===== config.mk =====
export PLATFORM = sky130hd
export DESIGN_NAME = uart_multibyte_rx
export DESIGN_NICKNAME = d
export VERILOG_FILES = /design/src/rtl/uart_multibyte_rx.sv
export SDC_FILE = /design/constraint.sdc
export NUM_CORES = 1
export LEC_CHECK = 0
export BUFFER_PORTS_ARGS = -buffer_cell sky130_fd_sc_hd__buf_4
export CORE_MARGIN = 4
export CORE_UTILIZATION = 57
export CTS_CLUSTER_SIZE = 10
export DETAILED_ROUTE_END_ITERATION = 16
export GPL_ROUTABILITY_DRIVEN = 0
export PLACE_DENSITY_LB_ADDON = 0.25
export SKIP_CTS_REPAIR_TIMING = 1
export SKIP_LAST_GASP = 1
export SLEW_MARGIN = 15
export SYNTH_ARGS = -nofsm -noshare
export SYNTH_HDL_FRONTEND = slang
export SYNTH_SLANG_ARGS = --single-unit
export TNS_END_PERCENT = 50

===== constraint.sdc =====
create_clock -name clock -period 2.2 [get_ports clock]
set_clock_uncertainty 0.15 [all_clocks]
set_input_delay 0.44 -clock clock [delete_from_list [all_inputs] [get_ports clock]]
set_output_delay 0.44 -clock clock [all_outputs]
set_load 0.1 [all_outputs]

===== src/rtl/uart_multibyte_rx.sv =====
// 8N1 UART receiver that assembles NUM_BYTES consecutive frames into one word, first byte in the LSBs.
// Optional macro UART_RX_TIMEOUT_EN discards a partial word after 20 idle bit-times.
module uart_multibyte_rx #(
  parameter int CLKS_PER_BIT = 10416,
  parameter int NUM_BYTES    = 2
) (
  input  logic                   clock,
  input  logic                   reset,
  input  logic                   RxD,
  output logic [8*NUM_BYTES-1:0] data,
  output logic                   valid,
  output logic                   frame_error,
  output logic                   busy
);

  // state   | meaning
  // S_IDLE  | line idle, waiting for a start-bit falling edge
  // S_START | confirming the start bit at its midpoint
  // S_DATA  | sampling 8 data bits at their midpoints, LSB first
  // S_STOP  | sampling the stop bit, committing the byte
  // S_BREAK | bad stop bit seen, waiting for the line to return high
  typedef enum logic [2:0] {S_IDLE, S_START, S_DATA, S_STOP, S_BREAK} state_t;

  localparam int CW = $clog2(CLKS_PER_BIT);
  localparam int BW = (NUM_BYTES > 1) ? $clog2(NUM_BYTES) : 1;
  localparam logic [CW-1:0] FULL = CW'(CLKS_PER_BIT - 1);
  localparam logic [CW-1:0] HALF = CW'((CLKS_PER_BIT - 1) / 2);
  localparam logic [BW-1:0] LAST = BW'(NUM_BYTES - 1);

`ifdef UART_RX_TIMEOUT_EN
  localparam int TO_TICKS = 20 * CLKS_PER_BIT;
  localparam int TW = $clog2(TO_TICKS);
  localparam logic [TW-1:0] TO_LAST = TW'(TO_TICKS - 1);
  logic [TW-1:0] to_cnt;
`endif

  state_t                 state;
  logic                   rx_m, rx_s;
  logic [CW-1:0]          cnt;
  logic [2:0]             bit_idx;
  logic [BW-1:0]          byte_idx;
  logic [7:0]             shreg;
  logic [8*NUM_BYTES-1:0] asm_q, asm_next;

  always_ff @(posedge clock) begin
    if (reset) begin
      rx_m <= 1'b1;
      rx_s <= 1'b1;
    end else begin
      rx_m <= RxD;
      rx_s <= rx_m;
    end
  end

  // Assembly word with the byte just received dropped into its slot.
  always_comb begin
    asm_next = asm_q;
    asm_next[int'(byte_idx)*8 +: 8] = shreg;
  end

  assign busy = (state != S_IDLE);

  always_ff @(posedge clock) begin
    if (reset) begin
      state       <= S_IDLE;
      cnt         <= '0;
      bit_idx     <= '0;
      byte_idx    <= '0;
      shreg       <= '0;
      asm_q       <= '0;
      data        <= '0;
      valid       <= 1'b0;
      frame_error <= 1'b0;
`ifdef UART_RX_TIMEOUT_EN
      to_cnt      <= '0;
`endif
    end else begin
      valid       <= 1'b0;
      frame_error <= 1'b0;
      case (state)
        S_IDLE: begin
          cnt <= '0;
          if (!rx_s) state <= S_START;
`ifdef UART_RX_TIMEOUT_EN
          if (!rx_s || byte_idx == '0) begin
            to_cnt <= '0;
          end else if (to_cnt == TO_LAST) begin
            to_cnt   <= '0;
            byte_idx <= '0;
            asm_q    <= '0;
          end else begin
            to_cnt <= to_cnt + 1'b1;
          end
`endif
        end
        S_START: begin
          if (cnt == HALF) begin
            cnt     <= '0;
            bit_idx <= '0;
            state   <= rx_s ? S_IDLE : S_DATA;
          end else begin
            cnt <= cnt + 1'b1;
          end
        end
        S_DATA: begin
          if (cnt == FULL) begin
            cnt   <= '0;
            shreg <= {rx_s, shreg[7:1]};
            if (bit_idx == 3'd7) state <= S_STOP;
            else bit_idx <= bit_idx + 1'b1;
          end else begin
            cnt <= cnt + 1'b1;
          end
        end
        S_STOP: begin
          if (cnt == FULL) begin
            cnt <= '0;
            if (rx_s) begin
              state <= S_IDLE;
              if (byte_idx == LAST) begin
                data     <= asm_next;
                valid    <= 1'b1;
                asm_q    <= '0;
                byte_idx <= '0;
              end else begin
                asm_q    <= asm_next;
                byte_idx <= byte_idx + 1'b1;
              end
            end else begin
              frame_error <= 1'b1;
              byte_idx    <= '0;
              asm_q       <= '0;
              state       <= S_BREAK;
            end
          end else begin
            cnt <= cnt + 1'b1;
          end
        end
        S_BREAK: begin
          if (rx_s) state <= S_IDLE;
        end
        default: state <= S_IDLE;
      endcase
    end
  end

endmodule


==> results.md <==
* DRC viols at 0
* Synth Area in XOR/XNOR at 2.89%
* Maximum buffer depth of the clock tree at 2
* Syn_nets at 269
* First-pass GRT wire length at 8.58 mm
* WL final at 5.04 mm
* Utilization after layout at 71.6%
* Min-Delay Endpoint: rx_m
* CP Class: register to output port
* Worst path top cell family by delay: simple AND/OR/NAND/NOR gates
* Post-synthesis cell type count at 42
* Hold path depth at 2
* Rel. slew slack at 58.5%
* Initial antenna violation count at 0
* Maximum net fanout on the critical path at 15
* Nets at 296
* Synth Area in Simple Gates at 26.6%
* Reg2Reg Depth at 7
* Critical Path End Type: output port
* Later-pin clock latency in the skew report at 330 ps
* CTS Sinks at 57
* CTS tree: built
* Synthesis-to-layout area growth at 19.8%
* Vias in the first global route at 1802
* Storage element area at 1140 um2
* Filler cell count at 305
* Ant. Diodes at 0
* H-tree depth at 3
* CP cell instances: or3_2, buf_4
* Starting Density at 59.8%
* P_leak at 1.09 nW
* Crit path DAT at 1530 ps
* Register bit total from synthesis at 57
* Reg2reg setup slack at 80 ps
* Die H at 73.2 um
* Vias per inst at 5.66
* RR Endpoint: shreg[4]
* Ports at 22
* Total GRT Usage at 21.1%
* CP max-delay cell: or3_2
* CTS Root Cell: clkbuf_8
* Synth warn at 0
* Largest family of logic cells by synthesized area: simple AND/OR/NAND/NOR gates
* # setup viols final at 0
* Mux share of post-synthesis cell area at 10.3%
* Status: finished clean
* Synth Cell Area at 2430 um2
* DRT Pass-1 Iters at 4
* Hpwl dp at 3.22 mm
* Die area at 5360 um2
* Hold Vio Cnt, Final at 0
* Peak VDD IR at 501 uV
* Final Power at 2.12 mW
* WP depth at 2
* Worst-path clk slew at 60 ps
* Seq/Total Area, Yosys at 47.0%
* Final Max Tran Viols at 0
* Final ANT Viol Nets at 0
* Die X at 73.2 um
* Worst Tran Pin Value at 621 ps
* Wire length per cell at 14.6 um
* Largest net degree at the start of global routing at 50
* Syn Area/Cell at 9.22 um2
* Max-Cap Viols at 0
* Slowest stage delay, CP at 510 ps
* Compound-cell area share of the yosys netlist at 8.25%
* I/O Buffers at 21
* Min-delay src: RxD
* Async set-or-reset flop fraction in the synthesized netlist at 0%
* Cell Rows at 23
* CTS buffer count at 9
* Hold slack at 138 ps
* Hold Crit Class: input pin to register
* Fmax at 0.471 GHz
* Area of the multi-input gates at 1230 um2
* Core area at 4060 um2
* Share of post-route cells with drive strength above 1 at 21.0%
* Tcrit/Tclk final at 96.6%
* Adder-cell area share of the yosys netlist at 1.55%
* Routed vias at 1954
* Gr ovfl total at 0
* Post-layout min period at 2120 ps
* Top FF cell, synth: dfxtp_1
* Cell area power density at 730 nW/um2
* Gate Count Post-Synth at 263
* Number of synthesized flops with an enable pin at 0
* Reg2reg start: cnt[1]
* Kind of start point of the critical path: register
* CP bufs+invs at 1
* CP required at 1610 ps
* Starting DRC count in detailed routing at 110
synth_stat cells, types with 2 or more instances:
master     n  area, um2
nand4_1    4       25.0
xor2_1     5       43.8
or3_1      4       25.0
nand2b_1   3       18.8
or4_1      3       22.5
nand2_1   22       82.6
ha_1       3       37.5
a211oi_1   2       15.0
nand3_1   16       80.1
mux2i_1   25        250
nor2b_1    3       18.8
nor2_1    40        150
dfxtp_1   57       1140
a21oi_1   13       65.1
o311ai_0   2       17.5
clkbuf_1  12       45.0
nor3b_1    2       15.0
xnor2_1    3       26.3
and2_1     2       12.5
buf_6      2       22.5
or2_2      3       18.8
nand3b_1   3       22.5
nor3_1     8       40.0
a31oi_1    4       25.0
inv_1      2       7.51
nor4b_1    3       26.3
a31o_2     2       17.5
stage by stage:
step                      std cells  TNS (ps)  instance area [um2]  setup WS [ps]
after global routing            345     -5.81                 2910          -3.62
final                           345         0                 2910           75.4
after CTS                       343         0                 2860           24.2
after floorplan                 263         0                 2430           62.2
after global placement          327         0                 2650            115
after detailed placement        327         0                 2650           48.1
routing by layer:
metal	track usage (%)	wire length (um)	vias to the layer above
met5	0	0	-
met3	8.68	259	7
met2	32.8	2480	49
met1	26.9	2250	917
li1	-	-	981
met4	6.15	48	0
cells by family (layout without fill, tap and decap cells):
kind of cell | count (synthesis) | count (layout)
xor gates and xnor gates | 8 | 8
AOI/OAI and AO/OA | 30 | 30
DFF | 57 | 57
muxes | 25 | 25
adders and majority gates | 3 | 3
and+or+nand+nor | 123 | 123
buffers and inverters | 17 | 49
area by class of cell:
type	instances	area share (%)
Inverter	2	0.258
Sequential cell	57	39.3
Timing Repair Buffer	31	8.57
Multi-Input combinational cell	189	42.5
Tap cell	50	2.15
Clock inverter	6	2.84
Clock buffer	10	4.39
how the worst max path moves through the flow:
stage	slack [ps]	end	startpoint
global route	-4	data[15]	cnt[1]
global placement	110	shreg[6]	cnt[0]
CTS	20	shreg[4]	cnt[0]
finish	80	busy	state[1]
detailed placement	50	shreg[3]	cnt[0]
floorplan	60	busy	state[2]
flip-flops by register name, summed over array words and instances, names as in the netlist:
| name | count |
|---|---|
| cnt | 14 |
| rx_m | 1 |
| frame_error | 1 |
| shreg | 8 |
| bit_idx | 3 |
| asm_q | 8 |
| data | 16 |
| rx_s | 1 |
| valid | 1 |
| byte_idx | 1 |
| state | 3 |
layout by cell type, fill, tap and decap left out, types with 3 or more instances in the layout:
| cell type | instances |
|---|---|
| dfxtp_1 | 56 |
| nor2_1 | 40 |
| buf_4 | 29 |
| mux2i_1 | 24 |
| nand2_1 | 22 |
| nand3_1 | 16 |
| a21oi_1 | 13 |
| clkbuf_8 | 9 |
| nor3_1 | 8 |
| xor2_1 | 5 |
| nand4_1 | 4 |
| a31oi_1 | 4 |
| nor2b_1 | 3 |
| xnor2_1 | 3 |
| nand3b_1 | 3 |
| or3_1 | 3 |
| nor4b_1 | 3 |
| nand2b_1 | 3 |
| or2_2 | 3 |
| or4_1 | 3 |
| clkinv_2 | 3 |
power breakdown:
group | switching [mW] | leakage, nW | internal (mW) | total (mW)
clock network | 0.410 | 0.106 | 0.631 | 1.04
registers | 0.00411 | 0.460 | 1.03 | 1.04
logic | 0.0288 | 0.527 | 0.0109 | 0.0397
Note: power is estimated with default switching activity, not from simulation.
